$ cat src/rtl/max7219_pkg.sv
// Shared definitions for the MAX7219 display controller: register map,
// controller states and the power-up command table.
package max7219_pkg;

    localparam logic [3:0] REG_NOOP      = 4'h0;
    localparam logic [3:0] REG_DIGIT0    = 4'h1;
    localparam logic [3:0] REG_DECODE    = 4'h9;
    localparam logic [3:0] REG_INTENSITY = 4'hA;
    localparam logic [3:0] REG_SCANLIM   = 4'hB;
    localparam logic [3:0] REG_SHUTDOWN  = 4'hC;
    localparam logic [3:0] REG_TEST      = 4'hF;

    // Index of the final power-up word (shutdown, test, decode, scan, intensity,
    // eight digit clears, normal operation).
    localparam logic [3:0] INIT_LAST = 4'd13;

    typedef enum logic [2:0] {
        ST_INIT      = 3'd0,
        ST_ISSUE     = 3'd1,
        ST_WAIT_ACK  = 3'd2,
        ST_WAIT_DONE = 3'd3,
        ST_IDLE      = 3'd4
    } state_e;

    function automatic logic [15:0] init_word(input logic [3:0] idx, input logic [3:0] intensity);
        logic [15:0] w;
        case (idx)
            4'd0:    w = {4'h0, REG_SHUTDOWN, 8'h00};
            4'd1:    w = {4'h0, REG_TEST, 8'h00};
            4'd2:    w = {4'h0, REG_DECODE, 8'h00};
            4'd3:    w = {4'h0, REG_SCANLIM, 8'h07};
            4'd4:    w = {4'h0, REG_INTENSITY, 4'h0, intensity};
            4'd5, 4'd6, 4'd7, 4'd8, 4'd9, 4'd10, 4'd11, 4'd12:
                     w = {4'h0, idx - 4'd4, 8'h00};
            4'd13:   w = {4'h0, REG_SHUTDOWN, 8'h01};
            default: w = {4'h0, REG_NOOP, 8'h00};
        endcase
        return w;
    endfunction

endpackage

$ cat src/rtl/max7219_ctrl.sv
// MAX7219 controller: power-up command sequence, then periodic streaming of
// an 8x8 frame buffer to the serializer through a start/busy handshake.
module max7219_ctrl
    import max7219_pkg::*;
#(
    parameter logic [3:0] INTENSITY      = 4'h8,
    parameter int         REFRESH_CYCLES = 1000000
) (
    input  logic        clk,
    input  logic        rst,
    input  logic        wr_en,
    input  logic [2:0]  wr_addr,
    input  logic [7:0]  wr_data,
    output logic        tx_start,
    output logic [15:0] tx_data,
    input  logic        tx_busy,
    output logic        init_done,
    output logic        frame_done
);

    localparam int CNT_W = $clog2(REFRESH_CYCLES + 1);
    localparam logic [CNT_W-1:0] CNT_LOAD = CNT_W'(REFRESH_CYCLES - 1);

    state_e             state_q, state_d;
    logic [3:0]         idx_q, idx_d;
    logic               refresh_q, refresh_d;
    logic               tx_start_q, tx_start_d;
    logic [15:0]        tx_data_q, tx_data_d;
    logic               init_done_q, init_done_d;
    logic               frame_done_q, frame_done_d;
    logic [CNT_W-1:0]   cnt_q, cnt_d;
    logic [7:0]         fb_q [8];
    logic [3:0]         digit_s;
    logic [15:0]        word_s;

    // Frame buffer rows; a write lands on the same edge that may sample the old row.
    always_ff @(posedge clk) begin
        if (rst) begin
            for (int i = 0; i < 8; i++) begin
                fb_q[i] <= 8'h00;
            end
        end else if (wr_en) begin
            fb_q[wr_addr] <= wr_data;
        end
    end

    // Controller state and registered outputs.
    always_ff @(posedge clk) begin
        if (rst) begin
            state_q      <= ST_INIT;
            idx_q        <= 4'd0;
            refresh_q    <= 1'b0;
            tx_start_q   <= 1'b0;
            tx_data_q    <= 16'h0000;
            init_done_q  <= 1'b0;
            frame_done_q <= 1'b0;
            cnt_q        <= '0;
        end else begin
            state_q      <= state_d;
            idx_q        <= idx_d;
            refresh_q    <= refresh_d;
            tx_start_q   <= tx_start_d;
            tx_data_q    <= tx_data_d;
            init_done_q  <= init_done_d;
            frame_done_q <= frame_done_d;
            cnt_q        <= cnt_d;
        end
    end

    // Word to send next: power-up table, or digit register row+1 with its pixels.
    always_comb begin
        digit_s = {1'b0, idx_q[2:0]} + REG_DIGIT0;
        if (refresh_q) begin
            word_s = {4'h0, digit_s, fb_q[idx_q[2:0]]};
        end else begin
            word_s = init_word(idx_q, INTENSITY);
        end
    end

    // Next-state logic for the issue / acknowledge / completion handshake.
    always_comb begin
        state_d      = state_q;
        idx_d        = idx_q;
        refresh_d    = refresh_q;
        tx_start_d   = 1'b0;
        tx_data_d    = tx_data_q;
        init_done_d  = init_done_q;
        frame_done_d = 1'b0;
        cnt_d        = cnt_q;
        case (state_q)
            ST_INIT: begin
                state_d = ST_ISSUE;
            end
            ST_ISSUE: begin
                if (!tx_busy) begin
                    tx_start_d = 1'b1;
                    tx_data_d  = word_s;
                    state_d    = ST_WAIT_ACK;
                end else begin
                    state_d = ST_ISSUE;
                end
            end
            ST_WAIT_ACK: begin
                if (tx_busy) begin
                    state_d = ST_WAIT_DONE;
                end else begin
                    state_d = ST_WAIT_ACK;
                end
            end
            ST_WAIT_DONE: begin
                if (tx_busy) begin
                    state_d = ST_WAIT_DONE;
                end else if (!refresh_q) begin
                    if (idx_q == INIT_LAST) begin
                        init_done_d = 1'b1;
                        refresh_d   = 1'b1;
                        idx_d       = 4'd0;
                    end else begin
                        idx_d = idx_q + 4'd1;
                    end
                    state_d = ST_ISSUE;
                end else if (idx_q[2:0] == 3'd7) begin
                    frame_done_d = 1'b1;
                    idx_d        = 4'd0;
                    cnt_d        = CNT_LOAD;
                    state_d      = ST_IDLE;
                end else begin
                    idx_d   = idx_q + 4'd1;
                    state_d = ST_ISSUE;
                end
            end
            ST_IDLE: begin
                if (cnt_q == '0) begin
                    state_d = ST_ISSUE;
                end else begin
                    cnt_d = cnt_q - CNT_W'(1);
                end
            end
            default: begin
                state_d = ST_INIT;
            end
        endcase
    end

    assign tx_start   = tx_start_q;
    assign tx_data    = tx_data_q;
    assign init_done  = init_done_q;
    assign frame_done = frame_done_q;

endmodule

$ cat config.mk
export PLATFORM = sky130hd
export DESIGN_NAME = max7219_ctrl
export DESIGN_NICKNAME = d
export VERILOG_FILES = /design/src/rtl/max7219_pkg.sv /design/src/rtl/max7219_ctrl.sv
export SDC_FILE = /design/constraint.sdc
export NUM_CORES = 1
export LEC_CHECK = 0
export ABC_CLOCK_PERIOD_IN_PS = 2100
export BUFFER_PORTS_ARGS = -buffer_cell sky130_fd_sc_hd__buf_2
export CELL_PAD_IN_SITES_DETAIL_PLACEMENT = 0
export CELL_PAD_IN_SITES_GLOBAL_PLACEMENT = 1
export CORE_MARGIN = 2
export CORE_UTILIZATION = 44
export DETAILED_ROUTE_END_ITERATION = 8
export GPL_ROUTABILITY_DRIVEN = 0
export GPL_TIMING_DRIVEN = 0
export HOLD_SLACK_MARGIN = 0.02
export PLACE_DENSITY_LB_ADDON = 0.1
export SLEW_MARGIN = 20
export SYNTH_ARGS = -nofsm -noshare
export SYNTH_HDL_FRONTEND = slang
export SYNTH_SLANG_ARGS = --single-unit
$ cat constraint.sdc
create_clock -name clk -period 2.1 [get_ports clk]
set_input_delay 0.315 -clock clk [delete_from_list [all_inputs] [get_ports clk]]
set_output_delay 0.315 -clock clk [all_outputs]
set_load 0.1 [all_outputs]
==> results of run 1 <==
state kept, by name, summed over array words and instances, names as in the netlist, named ones only:
register / cells
state_q: 3
idx_q: 4
tx_start: 1
frame_done: 1
refresh_q: 1
fb_q: 64
tx_data: 12
init_done: 1
cnt_q: 20
metal layers:
metal	global-route usage	part of all wire	vias up
li1	-	-	1736
met1	0.2261	0.43	1659
met2	0.3250	0.51	55
met3	0.04767	0.029	18
met4	0.06911	0.028	0
met5	0	0	-
cell type report:
type | count | area (sq um)
Sequential cell | 110 | 2856
Timing Repair Buffer | 33 | 175.2
Inverter | 9 | 33.78
Multi-Input combinational cell | 317 | 2316
Clock inverter | 7 | 82.58
Buffer | 17 | 92.59
Clock buffer | 9 | 225.2
Fill cell | 1061 | 5555
Tap cell | 143 | 178.9
worst paths after layout:
check | start | end | cells after the start
setup / recovery | cnt_q[10]$_SDFFE_PP0P_ | cnt_q[2]$_SDFFE_PP0P_ | 5
hold / removal | rst | tx_start$_SDFF_PP0_ | 2
setup reg to reg | cnt_q[10]$_SDFFE_PP0P_ | cnt_q[2]$_SDFFE_PP0P_ | 5
hold reg to reg | tx_data[10]$_SDFFE_PP0P_ | tx_data[10]$_SDFFE_PP0P_ | 2
Yosys cell counts, types with 5 or more instances:
master	number
sky130_fd_sc_hd__a211oi_1	5
sky130_fd_sc_hd__a21oi_1	30
sky130_fd_sc_hd__and2_1	64
sky130_fd_sc_hd__buf_4	5
sky130_fd_sc_hd__clkbuf_1	13
sky130_fd_sc_hd__dfxtp_1	46
sky130_fd_sc_hd__edfxtp_1	64
sky130_fd_sc_hd__ha_1	13
sky130_fd_sc_hd__inv_1	9
sky130_fd_sc_hd__mux2i_1	9
sky130_fd_sc_hd__mux4_2	16
sky130_fd_sc_hd__nand2_1	24
sky130_fd_sc_hd__nand3_1	7
sky130_fd_sc_hd__nor2_1	34
sky130_fd_sc_hd__nor3_1	7
sky130_fd_sc_hd__o21ai_0	18
sky130_fd_sc_hd__o31ai_1	6
sky130_fd_sc_hd__or2_2	6
sky130_fd_sc_hd__or3_1	7
sky130_fd_sc_hd__or4_1	7
sky130_fd_sc_hd__xnor2_1	7
sky130_fd_sc_hd__xor2_1	9
critical path, stage by stage, from the launching register on:
cell,delay (ns)
sky130_fd_sc_hd__dfxtp_1,0.35
sky130_fd_sc_hd__or4_4,0.53
sky130_fd_sc_hd__or4_4,0.57
sky130_fd_sc_hd__o211a_1,0.26
sky130_fd_sc_hd__xnor2_1,0.16
sky130_fd_sc_hd__a21oi_1,0.08
logic make-up (layout without fill, tap and decap cells):
family,Yosys count,after routing,share of synthesized area
buffers and inverters,31,75,0.02738
multiplexers,25,25,0.08572
AO/OA/AOI/OAI,75,75,0.08619
adder cells (fa/ha/maj),13,13,0.03095
XOR/XNOR,16,16,0.02667
AND/OR/NAND/NOR,184,184,0.2014
other,1,4,0.0007136
flip-flops,110,110,0.5410
cells in the final DEF, fill, tap and decap left out, drive strengths merged, types with 2 or more instances in the layout:
master	synthesis	final
and2	65	65
nor3	7	7
a21oi	30	30
nand4b	2	2
edfxtp	64	64
a211oi	5	5
nand2	24	24
conb	1	4
clkbuf	13	18
a22oi	2	2
nor4	5	5
xor2	9	9
a32o	2	2
or3	7	7
or3b	2	2
nand2b	5	5
o21ai	21	21
inv	9	12
ha	13	13
nand3	7	7
clkinv	0	3
mux2i	9	9
nor3b	2	2
mux4	16	16
dfxtp	46	46
or4	9	9
nor2	34	34
o31ai	6	6
or2	6	6
xnor2	7	7
nand4	4	4
a211o	2	2
buf	9	41
power breakdown:
group | internal (mW) | switching, mW | total (mW) | leakage (nW)
Clock | 0.944 | 0.819 | 1.76 | 0.153
Combinational | 0.104 | 0.216 | 0.320 | 1.02
Sequential | 2.36 | 0.0331 | 2.40 | 0.989
Total | 3.41 | 1.07 | 4.48 | 2.17
through the flow:
| step | instances | setup TNS [ns] |
|---|---|---|
| global placement | 630 | -23.21 |
| global route | 645 | -0.6133 |
| detailed placement | 630 | -10.42 |
| CTS | 645 | 0 |
| finish | 645 | 0 |
| floorplan | 458 | 0 |
timing repair:
item / 4_1_cts / 5_1_grt
pin swaps: 7 / 0
buffers inserted: 4 / 0
setup endpoints to repair: 36 / 15
endpoints found under the hold margin: 0 / 0
resized for setup: 18 / 3
==> metrics.yaml, run 1 <==
synth_top_cell_by_area: "sky130_fd_sc_hd__edfxtp_1"
io_pins: 34
yosysSeqAreaShare: 0.5410
fp.dieArea_sq_um: 12830
maximum_number_of_pins_on_one_net_before_global_route_repair: 20
synth.distinct_cells: 52
row_count: 39
placement.cell_area_sq_um: 5604
die_width_um: 113.3
max_freq_mhz: 481.7
worst_slew_margin_relative_to_its_limit: 0.4177
wirelength_um: 11160
hold_path_class: "in2reg"
cts_buffer_depth: 2
dr_total_vias: 3468
start_util: 0.4563
rrSetupSlack_ns: 0.02
syn_avg_cell_area_sq_um: 11.55
path_clk_slew_ns: 0.07
gr-usage-all-layers: 0.1876
antenna_violations_before_repair: 0
worst_ir_drop_vdd_uv: 533.0
routed_wire_length_per_instance_um: 17.31
fp.coreArea_sq_um: 11520
layout.core_utilization: 0.5176
worst_hold_slack_ns: 0.2015
grt_setup_unrepaired: "true"
placement.setup.worst_slack_ns: -0.4159
synth_enable_flop_cells: 64
drive_above_1_share: 0.2032
worstSkewPairLatency_ns: 0.36
tritoncts_num_sinks: 110
drtAntennaViolNets: 0
period_needed_ns: 2.076
areaGrowthSynthToFinish_pct: 13.43
yosys.area.top_type_share: 0.3657
clockRootBuffer: "sky130_fd_sc_hd__clkbuf_16"
drt_iter0_markers: 182
worst-slew-pin-transition_ns: 0.8677
worst_setup_path_start_kind: "register"
htree_num_levels: 3
pre_repair_dr_iteration_count: 4
setup_viol: 0
synth.top_cells.by_area: "sky130_fd_sc_hd__edfxtp_1 37%, sky130_fd_sc_hd__dfxtp_1 18%, sky130_fd_sc_hd__and2_1 7.6%"
post_synth_instance_area_sq_um: 5255
final_hold_violation_count: 0
grt_first_pass_wirelength_um: 18220
postLayoutSetupSlackWorst_ns: 0.02382
drcViolationCount: 0
vias_in_the_first_global_route: 3525
worst_clock_skew_ns: 0.007907
grt-ovfl-total: 0
maxSlewViolCount: 0
final.period_utilization: 0.9887
cp_max_fo: 5
cts_hold_buf: 0
cts-buffers-inserted: 9
critPathArrivalTime_ns: 2.30
postSynth.topFlopCell: "sky130_fd_sc_hd__edfxtp_1"
vias_per_cell: 5.377
stdcell_area_sq_um: 5961
maxCapViolCount: 0
worst_ep_required_time_ns: 2.33
synth-async-reset-ratio: 0
power.leakage_nw: 2.166
power_per_cell_area_nw_per_um2: 751.8
die_h_um: 113.3
critical_path_class: "reg2reg"
power_mw: 4.481
yosys_register_bits: 110
synth.yosys.warnings: 0
design.final.nets: 525
antenna-diode-count: 0
hpwl_um: 7848
critPathCaptureType: "register"
netlist_instances: 455
port_buffers: 29
cts_tree: "done"
result_of_the_run: "finished, final reports clean"
Power figures use the tool's default switching activity.
==> inputs of run 2 (changes only) <==
--- a/config.mk
+++ b/config.mk
@@ -14,8 +14,9 @@
 export DETAILED_ROUTE_END_ITERATION = 8
 export GPL_ROUTABILITY_DRIVEN = 0
 export GPL_TIMING_DRIVEN = 0
-export HOLD_SLACK_MARGIN = 0.02
+export HOLD_SLACK_MARGIN = 0.08
 export PLACE_DENSITY_LB_ADDON = 0.1
+export REMOVE_ABC_BUFFERS = 1
 export SLEW_MARGIN = 20
 export SYNTH_ARGS = -nofsm -noshare
 export SYNTH_HDL_FRONTEND = slang
==> run 2 against run 1 <==
Effect of this change:
- register-to-register slack improved by 0.03 ns
- clock skew grew 0.00072 ns
- combinational power fell by 6%
- die area unchanged
- non-clock buffer count shrank 13
- first-iteration DRC count rose by 9.3%
- global-route usage decreased by 0.47 points
- sequential power about the same
==> metrics.yaml, run 2 (synthesis results as in run 1) <==
result_of_the_run: "finished, final reports clean"
cp_max_fo: 5  # unchanged
largest_reg_flops: 64  # unchanged
layout.core_utilization: 0.5147  # -0.002933
path_depth: 5  # unchanged
dpl.cell_count: 608  # -3.5%
port_buffers: 29  # unchanged
cts_buffer_depth: 2  # unchanged
worst_slew_margin_relative_to_its_limit: 0.4204  # +0.002780
cts_tree: "done"
nFillCells: 1067  # +0.57%
die_width_um: 113.3  # unchanged
hpwl_um: 7438  # -5.2%
io_pins: 34  # unchanged
final_hold_violation_count: 0  # unchanged
placement.setup.worst_slack_ns: -0.6645  # -0.2486 ns
drt_iter0_markers: 199  # +9.3%
pre_repair_dr_iteration_count: 4  # unchanged
critical_path_class: "reg2reg"
maximum_number_of_pins_on_one_net_before_global_route_repair: 31  # +55%
critPathArrivalTime_ns: 2.26  # -0.04 ns
crit_top_cell: "sky130_fd_sc_hd__or4_4"
htree_num_levels: 3  # unchanged
clockRootBuffer: "sky130_fd_sc_hd__clkbuf_16"
power.leakage_nw: 2.131  # -1.7%
vias_in_the_first_global_route: 3494  # -0.88%
die_h_um: 113.3  # unchanged
fp.dieArea_sq_um: 12830  # unchanged
period_needed_ns: 2.050  # -0.02627 ns
path_clk_slew_ns: 0.07  # about the same
gr-usage-all-layers: 0.1829  # -0.004667
worst_ir_drop_vdd_uv: 483.7  # -9.3%
cts_hold_buf: 0  # unchanged
worst_ep_required_time_ns: 2.31  # -0.02 ns
final.period_utilization: 0.9761  # -0.01251
wirelength_um: 11100  # -0.57%
fp.coreArea_sq_um: 11520  # unchanged
cts-buffers-inserted: 9  # unchanged
layout_common_cells: "64 x sky130_fd_sc_hd__and2_1, 64 x sky130_fd_sc_hd__edfxtp_1, 40 x sky130_fd_sc_hd__dfxtp_1, 33 x sky130_fd_sc_hd__nor2_1, 29 x sky130_fd_sc_hd__buf_2"
r2r-start: "cnt_q[10]$_SDFFE_PP0P_"
maxCapViolCount: 0  # unchanged
design.final.nets: 514  # -2.1%
instances_no_fill: 634  # -1.7%
worst-slew-pin-transition_ns: 0.8636  # -0.004142 ns
critPathCaptureType: "register"
postLayoutSetupSlackWorst_ns: 0.05009  # +0.02627 ns
worst_hold_slack_ns: 0.3409  # +0.1395 ns
crit_buf_inv: 0  # unchanged
top_register: "fb_q"
rrSetupSlack_ns: 0.05  # +0.03 ns
worst_r2r_endpoint: "cnt_q[2]$_SDFFE_PP0P_"
antenna_violations_before_repair: 0  # unchanged
grt_setup_unrepaired: "true"
dr_total_vias: 3496  # +0.81%
setup_viol: 0  # unchanged
antenna-diode-count: 0  # unchanged
worst_clock_skew_ns: 0.008628  # +0.0007211 ns
grt-ovfl-total: 0  # unchanged
areaGrowthSynthToFinish_pct: 12.79
worst_setup_path_start_kind: "register"
drtAntennaViolNets: 0  # unchanged
start_util: 0.4563  # unchanged
hold_path_class: "in2reg"
worst_hold_startpoint: "wr_data[2]"
drcViolationCount: 0  # unchanged
critical-path-max-stage-delay_ns: 0.57  # about the same
max_freq_mhz: 487.8  # +1.3%
maxSlewViolCount: 0  # unchanged
crit_slowest_cell: "sky130_fd_sc_hd__or4_4"
worst_path_dominant_cell_family: "simple AND/OR/NAND/NOR gates"
fin_setup_tns_ns: 0  # unchanged
routed_wire_length_per_instance_um: 17.50  # +1.2%
crit_chain: "or4_4 -> or4_4 -> o211a_1 -> xnor2_1 -> a21oi_1"
min_path_cells: 2  # unchanged
grt_first_pass_wirelength_um: 17760  # -2.5%
vias_per_cell: 5.514  # +2.6%
worstSkewPairLatency_ns: 0.35  # about the same
min_delay_worst_endpoint: "fb_q[7][2]$_SDFFCE_PN0P_"
tritoncts_num_sinks: 110  # unchanged
rr_worst_depth: 5  # unchanged
power_per_cell_area_nw_per_um2: 729.1  # -3.0%
row_count: 39  # unchanged
drive_above_1_share: 0.2118  # +0.008625
[run 2: changes by cell type in the layout (fill, tap and decap cells not counted), moves of 2 or more]
| cell | before | now |
|---|---|---|
| sky130_fd_sc_hd__clkbuf_2 | 2 | 0 |
| sky130_fd_sc_hd__clkinv_2 | 2 | 0 |
| sky130_fd_sc_hd__buf_1 | 2 | 0 |
| sky130_fd_sc_hd__a21oi_2 | 0 | 2 |
| sky130_fd_sc_hd__clkbuf_1 | 7 | 2 |
| sky130_fd_sc_hd__a21oi_1 | 30 | 28 |
[run 2: per-stage QoR]
stage	area [sq um]	total power, mW
after floorplan	5156	2.650
after global placement	5480	2.752
after detailed placement	5482	2.760
after CTS	5808	4.366
after global routing	5927	4.479
final	5927	4.321
[run 2: worst max path at each step]
| stage | slack, ns | startpoint | end |
|---|---|---|---|
| after floorplan | 0.05 | cnt_q[0]$_SDFFE_PP0P_ | cnt_q[2]$_SDFFE_PP0P_ |
| after global placement | -0.62 | rst | fb_q[0][7]$_SDFFCE_PN0P_ |
| after detailed placement | -0.66 | rst | fb_q[0][7]$_SDFFCE_PN0P_ |
| after CTS | 0.005 | cnt_q[7]$_SDFFE_PP0P_ | cnt_q[2]$_SDFFE_PP0P_ |
| after global routing | -0.09 | rst | fb_q[3][2]$_SDFFCE_PN0P_ |
| final | 0.05 | cnt_q[10]$_SDFFE_PP0P_ | cnt_q[2]$_SDFFE_PP0P_ |
[run 2: cell type report]
cell class	count	area, sq um	area share
clock buffer	12	246.5	0.04159
multi-input combinational	319	2376	0.4009
timing repair buffer	37	205.2	0.03462
sequential	110	2855	0.4817
clock inverter	4	31.28	0.005278
inverter	9	33.78	0.005700
tap	143	178.9	0.03019
[run 2: repair_timing]
action | in CTS | in global routing
endpoints found under the setup margin | 34 | 83
resized for setup | 11 | 17
gates cloned | 1 | 1
pin swaps | 3 | 9
setup buffers | 1 | 7
[run 2: power by group]
part	switching (mW)	internal, mW	total (mW)
Sequential	0.0408	2.37	2.41
Combinational	0.205	0.0955	0.301
Clock	0.768	0.847	1.61
Total	1.01	3.31	4.32
[run 2: layer usage]
metal | global-route usage | wire, um | up-vias
met5 | 0 | 0 | -
met4 | 0.04878 | 112 | 0
met3 | 0.04713 | 316 | 8
met2 | 0.3325 | 5859 | 44
met1 | 0.2143 | 4810 | 1716
li1 | - | - | 1728
==> inputs of run 3 (changes only) <==
==> constraint.sdc (replaced) <==
create_clock -name clk -period 2.1 [get_ports clk]
set_input_delay 0.21 -clock clk [delete_from_list [all_inputs] [get_ports clk]]
set_output_delay 0.21 -clock clk [all_outputs]
set_load 0.1 [all_outputs]
==> run 3 against run 2 <==
Effect of this change:
- clock power hardly changed
- sequential share of layout area is 0.061 points higher
- register-to-register slack hardly changed
- non-clock buffer count is 1 lower
- critical path depth stayed put
- critical endpoint unchanged
- critical path type unchanged
- design area is 0.13% lower
==> metrics.yaml, run 3 (synthesis results as in run 1) <==
wirelength_um: 11110  # about the same
drcViolationCount: 0  # unchanged
nFillCells: 1068  # +0.094%
max_freq_mhz: 487.6  # about the same
fin_setup_tns_ns: 0  # unchanged
worst_ep_required_time_ns: 2.31  # about the same
die_h_um: 113.3  # unchanged
cts_hold_buf: 0  # unchanged
gr-usage-all-layers: 0.1829  # unchanged
result_of_the_run: "finished, final reports clean"
final_hold_violation_count: 0  # unchanged
layout.core_utilization: 0.5140  # -0.0006520
fp.dieArea_sq_um: 12830  # unchanged
setup_viol: 0  # unchanged
vias_per_cell: 5.507  # -0.13%
hold_path_class: "in2reg"
io_pins: 34  # unchanged
power.leakage_nw: 2.127  # -0.17%
worst_setup_path_start_kind: "register"
maxSlewViolCount: 0  # unchanged
period_needed_ns: 2.051  # +0.0009421 ns
critPathArrivalTime_ns: 2.26  # about the same
critPathCaptureType: "register"
areaGrowthSynthToFinish_pct: 12.64
cts_tree: "done"
critical_path_class: "reg2reg"
drt_iter0_markers: 153  # -23%
route.met2.wl_um: 5868  # +0.15%
die_width_um: 113.3  # unchanged
dr.max_layer_used: "met4"
start_util: 0.4563  # unchanged
routed_wire_length_per_instance_um: 17.54  # +0.22%
hpwl_um: 7438  # unchanged
grt-ovfl-total: 0  # unchanged
drtAntennaViolNets: 0  # unchanged
grt_first_pass_wirelength_um: 17760  # unchanged
layout_common_cells: "64 x sky130_fd_sc_hd__and2_1, 64 x sky130_fd_sc_hd__edfxtp_1, 40 x sky130_fd_sc_hd__dfxtp_1, 33 x sky130_fd_sc_hd__nor2_1, 29 x sky130_fd_sc_hd__buf_2"
worst_clock_skew_ns: 0.008884  # +0.0002565 ns
top_register: "fb_q"
maximum_number_of_pins_on_one_net_before_global_route_repair: 31  # unchanged
path_clk_slew_ns: 0.07  # about the same
worst-slew-pin-transition_ns: 0.8730  # +0.009482 ns
port_buffers: 29  # unchanged
wl_met1_um: 4819  # +0.19%
maxCapViolCount: 0  # unchanged
clockRootBuffer: "sky130_fd_sc_hd__clkbuf_16"
multi_input_comb_area_sq_um: 2376  # unchanged
fp.coreArea_sq_um: 11520  # unchanged
antenna_violations_before_repair: 0  # unchanged
grt_setup_unrepaired: "true"
placement.cell_area_sq_um: 5482  # unchanged
htree_num_levels: 3  # unchanged
worstSkewPairLatency_ns: 0.35  # about the same
worst_hold_slack_ns: 0.2330  # -0.1079 ns
worst_ir_drop_vdd_uv: 484.5  # +0.17%
cp_max_fo: 5  # unchanged
row_count: 39  # unchanged
cts-buffers-inserted: 9  # unchanged
met3_length_um: 305  # -3.5%
area.sequential_sq_um: 2855  # unchanged
antenna-diode-count: 0  # unchanged
largest_reg_flops: 64  # unchanged
drive_above_1_share: 0.2102  # -0.001609
cts_buffer_depth: 2  # unchanged
stdcell_area_sq_um: 5919  # -0.13%
power_per_cell_area_nw_per_um2: 730.0  # +0.13%
vias_in_the_first_global_route: 3494  # unchanged
tritoncts_num_sinks: 110  # unchanged
worst_slew_margin_relative_to_its_limit: 0.4141  # -0.006364
final.period_utilization: 0.9766  # about the same
dr_total_vias: 3486  # -0.29%
design.final.nets: 513  # -0.19%
pre_repair_dr_iteration_count: 4  # unchanged
[run 3: cell types whose count changed in the layout (fill, tap and decap cells not counted), sizes merged]
cell  delta
buf      -1
[run 3: cell type report]
type | instances | area share
flip-flops and latches | 110 | 0.4824
multi-input cells | 319 | 0.4014
clock buffers | 12 | 0.04164
repair buffers | 36 | 0.03340
well taps | 143 | 0.03023
inverters | 9 | 0.005707
clock inverters | 4 | 0.005284
[run 3: final timing paths]
check	start	to	slack, ns	cells after the start
worst max register to register	cnt_q[10]$_SDFFE_PP0P_	cnt_q[2]$_SDFFE_PP0P_	0.05	5
worst min register to register	tx_data[10]$_SDFFE_PP0P_	tx_data[10]$_SDFFE_PP0P_	0.45	2
worst min-delay path	wr_data[2]	fb_q[7][2]$_SDFFCE_PN0P_	0.23	2
worst max-delay path	cnt_q[10]$_SDFFE_PP0P_	cnt_q[2]$_SDFFE_PP0P_	0.05	5
[run 3: metrics by stage]
| stage | power, mW | setup WS (ns) | std cells |
|---|---|---|---|
| after global placement | 2.752 | -0.5106 | 608 |
| after detailed placement | 2.760 | -0.5595 | 608 |
| after CTS | 4.366 | 0.005221 | 626 |
| after floorplan | 2.650 | 0.05234 | 436 |
| final | 4.321 | 0.04914 | 633 |
| after global routing | 4.479 | -0.05090 | 633 |
[run 3: layer usage]
layer,vias up,track usage
met2,40,0.3325
li1,1729,-
met1,1709,0.2143
met4,0,0.04878
met5,-,0
met3,8,0.04713
[run 3: worst max-delay path, cell delays in order (launching register included)]
cell	delay, ns
sky130_fd_sc_hd__dfxtp_1	0.34
sky130_fd_sc_hd__or4_4	0.57
sky130_fd_sc_hd__or4_4	0.55
sky130_fd_sc_hd__o211a_1	0.24
sky130_fd_sc_hd__xnor2_1	0.13
sky130_fd_sc_hd__a21oi_1	0.08
[run 3: what timing repair did]
item | in CTS | in global routing
gates resized for setup | 11 | 17
endpoints found under the setup margin | 34 | 22
pin swaps | 3 | 8
cloned | 1 | 1
buffers inserted | 1 | 6
[run 3: power breakdown]
group,switching [mW],total (mW),internal [mW]
logic,0.204,0.299,0.0954
registers,0.0411,2.41,2.37
clock network,0.769,1.62,0.847
total,1.01,4.32,3.31
